### config.mk
export PLATFORM = sky130hd
export DESIGN_NAME = spi_master_mc
export DESIGN_NICKNAME = d
export VERILOG_FILES = /design/src/rtl/spi_pkg.sv /design/src/rtl/spi_half_tick.sv /design/src/rtl/spi_master_mc.sv
export SDC_FILE = /design/constraint.sdc
export NUM_CORES = 1
export LEC_CHECK = 0
export ABC_AREA = 1
export ABC_CLOCK_PERIOD_IN_PS = 1700
export CELL_PAD_IN_SITES_DETAIL_PLACEMENT = 1
export CELL_PAD_IN_SITES_GLOBAL_PLACEMENT = 1
export CORE_UTILIZATION = 35
export DETAILED_ROUTE_END_ITERATION = 8
export GPL_TIMING_DRIVEN = 0
export HOLD_SLACK_MARGIN = 0.12
export PLACE_DENSITY_LB_ADDON = 0.1
export SLEW_MARGIN = 15
export SYNTH_ARGS = -nofsm -noshare
export SYNTH_HDL_FRONTEND = slang
export SYNTH_SLANG_ARGS = --single-unit
### constraint.sdc
create_clock -name clk -period 1.7 [get_ports clk]
set_input_delay 0.51 -clock clk [delete_from_list [all_inputs] [get_ports clk]]
set_output_delay 0.51 -clock clk [all_outputs]
set_load 0.005 [all_outputs]
### src/rtl/spi_pkg.sv
// Shared types and helpers for the multi-mode, multi-slave SPI master.
// Holds the FSM state encoding, SPI mode constants and the length clamp.
package spi_pkg;

    typedef enum logic [2:0] {
        ST_IDLE     = 3'd0,
        ST_SETUP    = 3'd1,
        ST_TRANSFER = 3'd2,
        ST_HOLD     = 3'd3,
        ST_GAP      = 3'd4
    } state_e;

    // SPI modes encoded as {cpol, cpha}
    localparam logic [1:0] SPI_MODE0 = 2'b00;
    localparam logic [1:0] SPI_MODE1 = 2'b01;
    localparam logic [1:0] SPI_MODE2 = 2'b10;
    localparam logic [1:0] SPI_MODE3 = 2'b11;

    // Zero or over-long requests fall back to a full-width transfer
    function automatic int unsigned clamp_len(input int unsigned len,
                                              input int unsigned max_len);
        return ((len == 0) || (len > max_len)) ? max_len : len;
    endfunction

endpackage

### src/rtl/spi_half_tick.sv
// Half-period timer: flags the last cycle of every H = div+1 cycle period.
// Loading restarts the period and latches the divider for the whole transfer.
module spi_half_tick #(
    parameter int unsigned DIV_WIDTH = 8
) (
    input  logic                 clk,
    input  logic                 rst_n,
    input  logic                 load_i,
    input  logic [DIV_WIDTH-1:0] div_i,
    output logic                 tick_c_o
);

    logic [DIV_WIDTH-1:0] div_q;
    logic [DIV_WIDTH-1:0] cnt_q;

    always_ff @(posedge clk) begin
        if (!rst_n) begin
            div_q <= '0;
            cnt_q <= '0;
        end else if (load_i) begin
            div_q <= div_i;
            cnt_q <= '0;
        end else if (cnt_q == div_q) begin
            cnt_q <= '0;
        end else begin
            cnt_q <= cnt_q + DIV_WIDTH'(1);
        end
    end

    assign tick_c_o = (cnt_q == div_q);

endmodule

### src/rtl/spi_master_mc.sv
// Multi-mode SPI master with runtime mode, divider, length and chip select.
// Every phase (setup, each sck half-period, hold, gap) lasts H clk cycles.
module spi_master_mc
    import spi_pkg::*;
#(
    parameter int unsigned DATA_WIDTH   = 16,
    parameter int unsigned NUM_CS       = 4,
    parameter int unsigned CS_IDX_WIDTH = 2,
    parameter int unsigned DIV_WIDTH    = 8,
    parameter int unsigned LEN_WIDTH    = 5
) (
    input  logic                    clk,
    input  logic                    rst_n,
    input  logic                    start,
    input  logic [CS_IDX_WIDTH-1:0] cs_sel,
    input  logic                    cpol,
    input  logic                    cpha,
    input  logic [DIV_WIDTH-1:0]    clk_div,
    input  logic [LEN_WIDTH-1:0]    xfer_len,
    input  logic [DATA_WIDTH-1:0]   data_in,
    input  logic                    miso,
    output logic                    mosi,
    output logic                    sck,
    output logic [NUM_CS-1:0]       cs_n,
    output logic [DATA_WIDTH-1:0]   data_out,
    output logic                    busy,
    output logic                    new_data
);

    localparam int unsigned HP_W = LEN_WIDTH + 1;

    state_e                  state_q;
    logic [1:0]              mode_q;
    logic [LEN_WIDTH-1:0]    len_q;
    logic [HP_W-1:0]         hp_q;
    logic [DATA_WIDTH-1:0]   tx_q;
    logic [DATA_WIDTH-1:0]   rx_q;
    logic                    sck_q;
    logic                    mosi_q;
    logic [NUM_CS-1:0]       cs_n_q;
    logic [DATA_WIDTH-1:0]   data_out_q;
    logic                    busy_q;
    logic                    new_data_q;

    logic                    accept_c;
    logic                    tick_c;
    logic                    cpol_c;
    logic                    drive_lead_c;
    logic [HP_W-1:0]         hp_nx_c;
    logic [HP_W-1:0]         last_idx_c;
    logic                    last_hp_c;
    logic                    nx_last_c;
    logic [DATA_WIDTH-1:0]   tx_shift_c;
    logic [DATA_WIDTH-1:0]   rx_shift_c;
    logic [NUM_CS-1:0]       cs_dec_c;

    assign accept_c     = (state_q == ST_IDLE) && start;
    assign cpol_c       = mode_q[1];
    assign drive_lead_c = (mode_q == SPI_MODE1) || (mode_q == SPI_MODE3);
    assign hp_nx_c      = hp_q + HP_W'(1);
    assign last_idx_c   = {len_q, 1'b0} - HP_W'(1);
    assign last_hp_c    = (hp_q == last_idx_c);
    assign nx_last_c    = (hp_nx_c == last_idx_c);
    assign tx_shift_c   = tx_q << 1;
    assign rx_shift_c   = {rx_q[DATA_WIDTH-2:0], miso};

    // Out-of-range indices select nothing, leaving every cs_n high
    always_comb begin
        cs_dec_c = '1;
        for (int unsigned i = 0; i < NUM_CS; i++) begin
            if (cs_sel == CS_IDX_WIDTH'(i)) begin
                cs_dec_c[i] = 1'b0;
            end
        end
    end

    spi_half_tick #(
        .DIV_WIDTH (DIV_WIDTH)
    ) u_half_tick (
        .clk      (clk),
        .rst_n    (rst_n),
        .load_i   (accept_c),
        .div_i    (clk_div),
        .tick_c_o (tick_c)
    );

    always_ff @(posedge clk) begin
        if (!rst_n) begin
            state_q    <= ST_IDLE;
            mode_q     <= SPI_MODE0;
            len_q      <= '0;
            hp_q       <= '0;
            tx_q       <= '0;
            rx_q       <= '0;
            sck_q      <= 1'b0;
            mosi_q     <= 1'b0;
            cs_n_q     <= '1;
            data_out_q <= '0;
            busy_q     <= 1'b0;
            new_data_q <= 1'b0;
        end else begin
            new_data_q <= 1'b0;
            unique case (state_q)
                ST_IDLE: begin
                    if (start) begin
                        state_q <= ST_SETUP;
                        mode_q  <= {cpol, cpha};
                        len_q   <= LEN_WIDTH'(clamp_len(32'(xfer_len), DATA_WIDTH));
                        hp_q    <= '0;
                        tx_q    <= data_in;
                        rx_q    <= '0;
                        sck_q   <= cpol;
                        mosi_q  <= data_in[DATA_WIDTH-1];
                        cs_n_q  <= cs_dec_c;
                        busy_q  <= 1'b1;
                    end
                end
                ST_SETUP: begin
                    // Entering half-period 0 is the first leading edge
                    if (tick_c) begin
                        state_q <= ST_TRANSFER;
                        hp_q    <= '0;
                        sck_q   <= ~cpol_c;
                        if (!drive_lead_c) begin
                            rx_q <= rx_shift_c;
                        end
                    end
                end
                ST_TRANSFER: begin
                    if (tick_c) begin
                        if (last_hp_c) begin
                            state_q <= ST_HOLD;
                            sck_q   <= cpol_c;
                        end else begin
                            hp_q  <= hp_nx_c;
                            sck_q <= cpol_c ^ ~hp_nx_c[0];
                            if (hp_nx_c[0] == drive_lead_c) begin
                                // Sample edge: leading for CPHA=0, trailing for CPHA=1
                                rx_q <= rx_shift_c;
                            end else if (!nx_last_c) begin
                                tx_q   <= tx_shift_c;
                                mosi_q <= tx_shift_c[DATA_WIDTH-1];
                            end
                        end
                    end
                end
                ST_HOLD: begin
                    if (tick_c) begin
                        state_q    <= ST_GAP;
                        cs_n_q     <= '1;
                        mosi_q     <= 1'b0;
                        data_out_q <= rx_q;
                        new_data_q <= 1'b1;
                    end
                end
                ST_GAP: begin
                    if (tick_c) begin
                        state_q <= ST_IDLE;
                        busy_q  <= 1'b0;
                    end
                end
                default: begin
                    state_q <= ST_IDLE;
                    busy_q  <= 1'b0;
                    cs_n_q  <= '1;
                end
            endcase
        end
    end

    assign sck      = sck_q;
    assign mosi     = mosi_q;
    assign cs_n     = cs_n_q;
    assign data_out = data_out_q;
    assign busy     = busy_q;
    assign new_data = new_data_q;

endmodule
# Word-level counts from Yosys, hierarchy flattened
# Cells that the tools add are included.
# W data, S select, Z words.
# op_classes
mux,48
n_addsub,3
magnitude_cmp,1
bitwise,6
eq_ne,24
n_reduce_logical,23
# ops
operator,count
$mux W16,6
$mux W15,5
$pmux W16 S3,1
$pmux W15 S2,1
$mux W6,4
$ne A2 B2 Y1 const B,11
$mux W3,6
$pmux W6 S3,1
$mux W1,16
$pmux W3 S5,1
$reduce_and A7 Y1,2
$eq A6 B6 Y1,2
$pmux W4 S3,1
$reduce_and A6 Y1,2
$pmux W1 S3,3
$reduce_or A3 Y1,3
$add A8 B1 Y8 const B,1
$eq A8 B8 Y1,1
$mux W4,2
$add A6 B1 Y6 const B,1
$eq A2 B2 Y1 const B,3
$eq A3 B2 Y1 const B,2
$reduce_and A2 Y1,3
$reduce_and A3 Y1,2
other kinds (18),25
# word_totals
elab_cells,119
inputBits,37
register_bits,87

# Longest topological paths before layout
# logic_depth
ltp_word,7
depth_mapped,15
mapped_depth_nobuf,14

# Hierarchy
# Synthesis repeated with hierarchy kept, for this count alone.
# hier_totals
hier_cells,688
area_unflattened_um2,4521.8
# by_module_without_submodules
module,seq_area_each_um2,cells_each,area_per_inst_um2,n_inst
spi_master_mc,1421.4,591,3791.1,1
spi_half_tick,320.3,97,730.7,1

# Worst setup path before layout
# Ideal clock, no wire load.
# synth_path
kind,register to register
startpoint,register len_q[0]
endpoint,register tx_q[10]
synth_period_minus_slack_ns,1.840
setup_slack_ns,-0.140
arrival_time_ns,1.769
setup_time_ns,0.071
path_buffers,1
path_stages_with_launch,13
path_cell_list,dfxtp_1 -> inv_2 -> ha_1 -> xor2_1 -> nand3_1 -> nor2_4 -> nand3_4 -> nand2_2 -> nand2_4 -> nand2_4 -> buf_6 -> nand2_2 -> a21oi_2
# synth_via
elab_chain_cells,4
word_cells_on_any_way,6
cone_classes,1 x add/sub; 4 x eq/ne; 1 x reduce/logical
# synth_lines
element,line_no,rtl
from (decl),spi_master_mc.sv:34,logic [LEN_WIDTH-1:0] len_q;
from (signal assigned),spi_master_mc.sv:108,"len_q <= LEN_WIDTH'(clamp_len(32'(xfer_len), DATA_WIDTH));"
$sub A6 B1 Y6 (*),spi_master_mc.sv:61,"assign last_idx_c = {len_q, 1'b0} - HP_W'(1);"
"$eq A6 B6 Y1, on equally long branches","spi_master_mc.sv:63, spi_master_mc.sv:62",
$ne A2 B2 Y1 (no line),-,
$reduce_and A6 Y1 (no line) (*),-,
to (signal assigned),spi_master_mc.sv:110,tx_q <= data_in;
to (signal assigned),spi_master_mc.sv:141,tx_q <= tx_shift_c;
to (decl),spi_master_mc.sv:36,logic [DATA_WIDTH-1:0] tx_q;
# Mark *: on every way between the ends. The rest lies on a longest branch, timed or not.
# A chain may end at the register's enable or synchronous reset.

# Worst setup path after layout
# layout_path
startpoint,register len_q[0]
endpoint,register rx_q[7]
# layout_via
elab_chain_cells,4
# layout_lines
element,line_no,rtl
$sub A6 B1 Y6,spi_master_mc.sv:61,
$eq A6 B6 Y1,spi_master_mc.sv:62,assign last_hp_c = (hp_q == last_idx_c);
$ne A2 B2 Y1 (no line),-,
$reduce_and A7 Y1 (no line),-,
to (signal assigned),spi_master_mc.sv:125,rx_q <= rx_shift_c;
to (signal assigned),spi_master_mc.sv:139,rx_q <= rx_shift_c;
to (decl),spi_master_mc.sv:37,logic [DATA_WIDTH-1:0] rx_q;
# No other way between the ends.

==> metrics.txt <==
Worst-Margin Slew=798.3 ps; die area=13420 um2; IO Pins=61; number of hold buffers added after CTS=0; Final min period=1861 ps; Clock Tree Buf Depth=2; Clock Latency Late Sink=350 ps; CTS tree=done; synth unique cells=34; VDD IR max=0.7957 mV; DRC=0; dominant synthesized flop cell=dfxtp_1; vias in the first global route=4713; WS Path Type=flop to flop; Filler Cell Count=1646; Die Span Y=115.8 um; H-tree depth=3; Synth async-reset ratio=0; initial core utilization=0.3594; Fin Hold WS=452.0 ps; final antenna-violating net count=0; Root Buffer=clkbuf_16; Tot GR Track Use=0.2111; worst-path fanout max=5; worst setup margin=-160.8 ps; total area of sequential cells=1772 um2; final setup vio count=43; register area share after synthesis=0.3840; EDFF count, synth=0; largest net degree at the start of global routing=13; CTS Buf Count=9; Syn Std Cell Area=4536 um2; final net count=811; cell area after layout=6254 um2; power per cell area=1812 nW/um2; Max Slew Vio Count=0; failing checks=negative setup slack; Iter 0 DRT Violations=119; Rel. slew slack=0.4678; critical path endpoint category=flop; Leak=2.819 nW; DRT Pass-1 Iters=4; vias per cell=4.919; RSZ-0062 raised after global routing=yes; worst hold path class=flop to flop; flops & latches, synth=87; cells after synthesis=666; Peak Freq=0.5374 GHz; chip width=115.8 um; number of port buffers=60; Area growth, synth to finish=37.88%; multi-input gate area in the final layout=2571 um2; Final Hold Viols=0; Clk pin slew, worst setup/hold paths=60 ps; Clock Skew=5.820 ps; row count=41; Post-Layout Cell Count=946; routed vias=4653; Post-DP Area=5371 um2; hpwl dp=9454 um; crit share post-route=1.095; status=finished, violations left; GP Congestion=0.8155; Critical Path AT=2100 ps; fraction of layout cells with a size suffix above 1=0.2713; CP Launch Type=flop; area of the core=12620 um2; Routed WL per cell=14.71 um; dpl cells=898; Setup Slack @ Placement=-617.9 ps; CP required=1940 ps; first-pass GRT wire length=22030 um; Ant. Diodes=0; Syn Nets=707; initial antenna violation count=0; mean post-synth cell area=6.810 um2; Max-Cap Viols=0; final WL=13920 um; YS warnings=0; grt ovf=0; clock sink count=87
==> where the power goes <==
group          switching [mW]  leakage (nW)  internal (mW)
combinational            3.80          1.97           2.63
clock                   0.798         0.127           1.02
sequential              0.457         0.720           2.63
total                    5.05          2.82           6.28
==> area by class of cell <==
cell class,count,area share
plain buffers,30,0.03341
clock buffers,14,0.04062
clock inverters,1,0.0008003
inverters,81,0.05082
multi-input cells,468,0.4112
flip-flops and latches,87,0.2833
well taps,172,0.03441
repair buffers,93,0.1455
==> per-layer routing <==
layer,vias up,part of all wire,GRT usage
met3,13,0.027,0.02563
met5,-,0,0
met4,0,0.017,0.07436
met1,2247,0.43,0.2475
met2,52,0.52,0.3933
li1,2341,-,-
==> worst max-delay path: stages (launching register included) <==
cell	delay, ps
dfxtp_4	360
inv_4	40
ha_4	260
xor2_1	130
nand3_1	140
nor2_4	140
nand3_4	100
nand2_4	100
nand2_8	70
nand3_4	130
buf_6	150
nand2_2	50
inv_2	50
nor2_2	30
==> kinds of logic after synthesis <==
kind of cell	share of synthesized area
flip-flops	0.3840
AO/OA/AOI/OAI	0.1120
AND/OR/NAND/NOR	0.3716
buffers and inverters	0.1007
XOR/XNOR	0.02069
adder cells (fa/ha/maj)	0.01103
==> cells in the final DEF, fill, tap and decap left out, drive strengths merged <==
| cell | n |
|---|---|
| nand2 | 215 |
| dfxtp | 87 |
| inv | 80 |
| nand3 | 61 |
| a21oi | 59 |
| nor2 | 53 |
| buf | 49 |
| clkdlybuf4s50 | 34 |
| clkbuf | 28 |
| nand4 | 27 |
| o21ai | 25 |
| dlygate4sd2 | 14 |
| dlymetal6s2s | 12 |
| nor3 | 10 |
| xor2 | 8 |
| ha | 4 |
| or4 | 1 |
| clkinvlp | 1 |
| o21bai | 1 |
| nand3b | 1 |
| xnor2 | 1 |
| o211ai | 1 |
| a22o | 1 |
| clkinv | 1 |
==> final timing paths <==
check,from,end,slack [ps],cells after the start
worst min register to register,u_half_tick.cnt_q[0],u_half_tick.cnt_q[0],450,1
worst max-delay path,len_q[0],rx_q[7],-160,13
worst max register to register,len_q[0],rx_q[7],-160,13
worst min-delay path,u_half_tick.cnt_q[0],u_half_tick.cnt_q[0],450,1
==> per-stage QoR <==
stage / utilization / total power, mW / setup TNS, ps
after detailed placement: 0.4256 / 8.025 / -34320
final: 0.4955 / 11.33 / -4861
after global routing: 0.4955 / 12.26 / -10340
after floorplan: - / 6.651 / 0
after global placement: 0.4256 / 7.807 / -31080
after CTS: 0.4699 / 10.77 / -5416
==> state kept, by name, indices dropped and copies added, names as in the netlist <==
signal             count
data_out              16
len_q                  5
hp_q                   6
rx_q                  16
u_half_tick.div_q      8
u_half_tick.cnt_q      8
cs_n                   4
busy                   1
state_q                3
mosi                   1
sck                    1
new_data               1
tx_q                  15
mode_q                 2
==> timing repair <==
action	in CTS	in global routing
buffers inserted	23	9
cloned	1	1
resized for setup	66	93
pin swaps	16	30
setup endpoints to repair	96	81
==> Yosys cell counts, types with 2 or more instances <==
cell | count | share of area
a21oi_1 | 47 | 0.052
a21oi_2 | 10 | 0.019
a21oi_4 | 2 | 0.0072
buf_2 | 11 | 0.012
buf_4 | 3 | 0.0050
buf_6 | 2 | 0.0050
clkbuf_1 | 13 | 0.011
dfxtp_1 | 87 | 0.38
ha_1 | 4 | 0.011
inv_1 | 66 | 0.055
inv_2 | 14 | 0.012
nand2_1 | 196 | 0.16
nand2_2 | 14 | 0.019
nand2_4 | 5 | 0.012
nand3_1 | 59 | 0.065
nand3_4 | 2 | 0.0077
nand4_1 | 27 | 0.037
nor2_1 | 44 | 0.036
nor2_2 | 5 | 0.0069
nor2_4 | 4 | 0.0099
nor3_1 | 10 | 0.011
o21ai_0 | 23 | 0.025
xor2_1 | 6 | 0.012
xor2_2 | 2 | 0.0072
No activity file was read; power rests on OpenSTA's default activity.
==> edit: new RTL, config.mk and constraints unchanged <==
The 5 states of `state_e` get a one-hot encoding in 5 bits.
--- a/src/rtl/spi_pkg.sv
+++ b/src/rtl/spi_pkg.sv
@@ -2,12 +2,12 @@
 // Holds the FSM state encoding, SPI mode constants and the length clamp.
 package spi_pkg;
 
-    typedef enum logic [2:0] {
-        ST_IDLE     = 3'd0,
-        ST_SETUP    = 3'd1,
-        ST_TRANSFER = 3'd2,
-        ST_HOLD     = 3'd3,
-        ST_GAP      = 3'd4
+    typedef enum logic [4:0] {
+        ST_IDLE     = 5'b00001,
+        ST_SETUP    = 5'b00010,
+        ST_TRANSFER = 5'b00100,
+        ST_HOLD     = 5'b01000,
+        ST_GAP      = 5'b10000
     } state_e;
 
     // SPI modes encoded as {cpol, cpha}
Function: same outputs for any inputs over 10 cycles, from zero or initial values and one cycle with rst_n low; not proved beyond that.
==> edit against the original RTL <==
Critical path depth grew 1; routed wire length grew 0.83%; total power grew 3.9%; setup slack lost 0.13 ns; design area shrank 0.96%; area after synthesis shrank 1.9%; largest power group unchanged; global-route usage grew 0.78 points; sequential cell count grew 2; the run still ends with setup timing left; largest cell class unchanged.
==> edit: results (changes against the original RTL) <==
- Status: finished, violations left
- Failing checks: setup timing
- Vias per inst: 4.88 (-0.84%)
- Synth area leaders: dfxtp_1 (40%), nand2_1 (17%), nor2_1 (8.0%), inv_1 (6.2%), a21oi_1 (4.4%)
- Final net count: 822 (+1.4%)
- CP arrival: 2.28 ns (+0.18 ns)
- DPL Wire Length: 9.36 mm (-1.0%)
- Largest net degree at the start of global routing: 15 (+2)
- Clk_lat worst skew: 0.35 ns (about the same)
- WL met1: 6.17 mm (+1.9%)
- Post-DP Area: 5280 µm² (-1.7%)
- Setup ws final: -0.290 ns (-0.129 ns)
- CP Max Fanout: 6 (+1)
- Synth unique cells: 38 (+12%)
- Syn_nets: 720 (+1.8%)
- WL/cell: 14.7 µm (about the same)
- Fin Setup TNS: -8.90 ns (-4.04 ns)
- Post-synth ARST share: 0% (unchanged)
- Metal3 WL: 422 µm (+14%)
- Setup violators final: 41 (-4.7%)
- Synth Area in XOR/XNOR: 1.57% (-0.49 points)
- Share of cells above drive strength 1: 19.6% (-7.5 points)
- Met1 GRT Util: 25.6% (+0.88 points)
- GRT met3 Usage: 4.43% (+1.9 points)
- Routing usage on met2: 39.4% (about the same)
- Met2 Wirelength: 7.20 mm (-0.79%)
- Compound-Gate Fraction of Synth Area: 9.28% (-1.9 points)
- Initial antenna violation count: 0 (unchanged)
- Drt initial violations: 170 (+43%)
- Pleak: 2.82 nW (-0.11%)
- Rel. slew slack: 58.2% (+11 points)
- Slowest CP cell: dfxtp_2
- List of most frequent post-synthesis cells: nand2_1 (200), nor2_1 (95), dfxtp_1 (89)
- Top sig layer: met4
- Dpl ws: -0.618 ns (-0.000140 ns)
- Sequential share of the synthesized area: 40.0% (+1.6 points)
- Residual DRC: 0 (unchanged)
- Adder-Cell Fraction of Synth Area: 1.12% (+0.021 points)
- Gpl congestion: 0.840 (+3.0%)
- Peak supply drop: 0.000902 V (+13%)
- Gr usage total: 21.9% (+0.78 points)
- Clock skew: 0.0106 ns (+0.00483 ns)
-- edit: cell count changes in the layout (fill, tap and decap cells not counted), moves of 13 or more --
| cell | delta |
|---|---|
| nor2_1 | +46 |
| nand2_2 | -27 |
| nand3_1 | -20 |
| a21oi_2 | -16 |
| nand2_1 | +16 |
| inv_2 | -14 |
| inv_1 | +13 |
-- edit: final cells by class --
class | count | area (µm²)
buffer | 27 | 190
clock buffer | 12 | 256
clock inverter | 4 | 51.3
fill | 1596 | 6020
inverter | 81 | 320
multi-input combinational | 480 | 2460
sequential | 89 | 1810
tap | 168 | 210
timing repair buffer | 93 | 892
-- edit: metrics by stage --
stage,std cells,power [mW]
2_1_floorplan,679,6.60
3_3_place_gp,906,7.74
3_5_place_dp,906,7.96
4_1_cts,944,11.2
5_1_grt,954,12.7
6_report,954,11.8
-- edit: worst paths after layout --
kind | from | end | slack [ns] | depth (start not counted)
setup / recovery | len_q[1] | tx_q[6] | -0.29 | 14
hold / removal | data_out[9] | data_out[9] | 0.46 | 2
setup reg to reg | len_q[1] | tx_q[6] | -0.29 | 14
hold reg to reg | data_out[9] | data_out[9] | 0.46 | 2
-- edit: where the power goes --
| part | internal, mW | leakage [nW] | switching, mW |
|---|---|---|---|
| Clock | 1.22 | 0.149 | 0.863 |
| Combinational | 2.94 | 1.93 | 3.76 |
| Sequential | 2.65 | 0.735 | 0.341 |
| Total | 6.81 | 2.82 | 4.96 |
-- edit: timing repair --
action / CTS / global route
setup endpoints to repair: 103 / 88
hold endpoints to repair: 0 / 0
cloned: 3 / 1
hold buffers: 0 / 0
pin swaps: 13 / 6
buffers inserted: 20 / 10
gates resized for setup: 85 / 66
-- edit: worst max-delay path, delay by kind of cell (launching register included) --
family        cells  cell delay, ns
fa+ha+maj         1            0.24
buf+inv           3            0.33
flops             1            0.35
simple gates     10            1.02
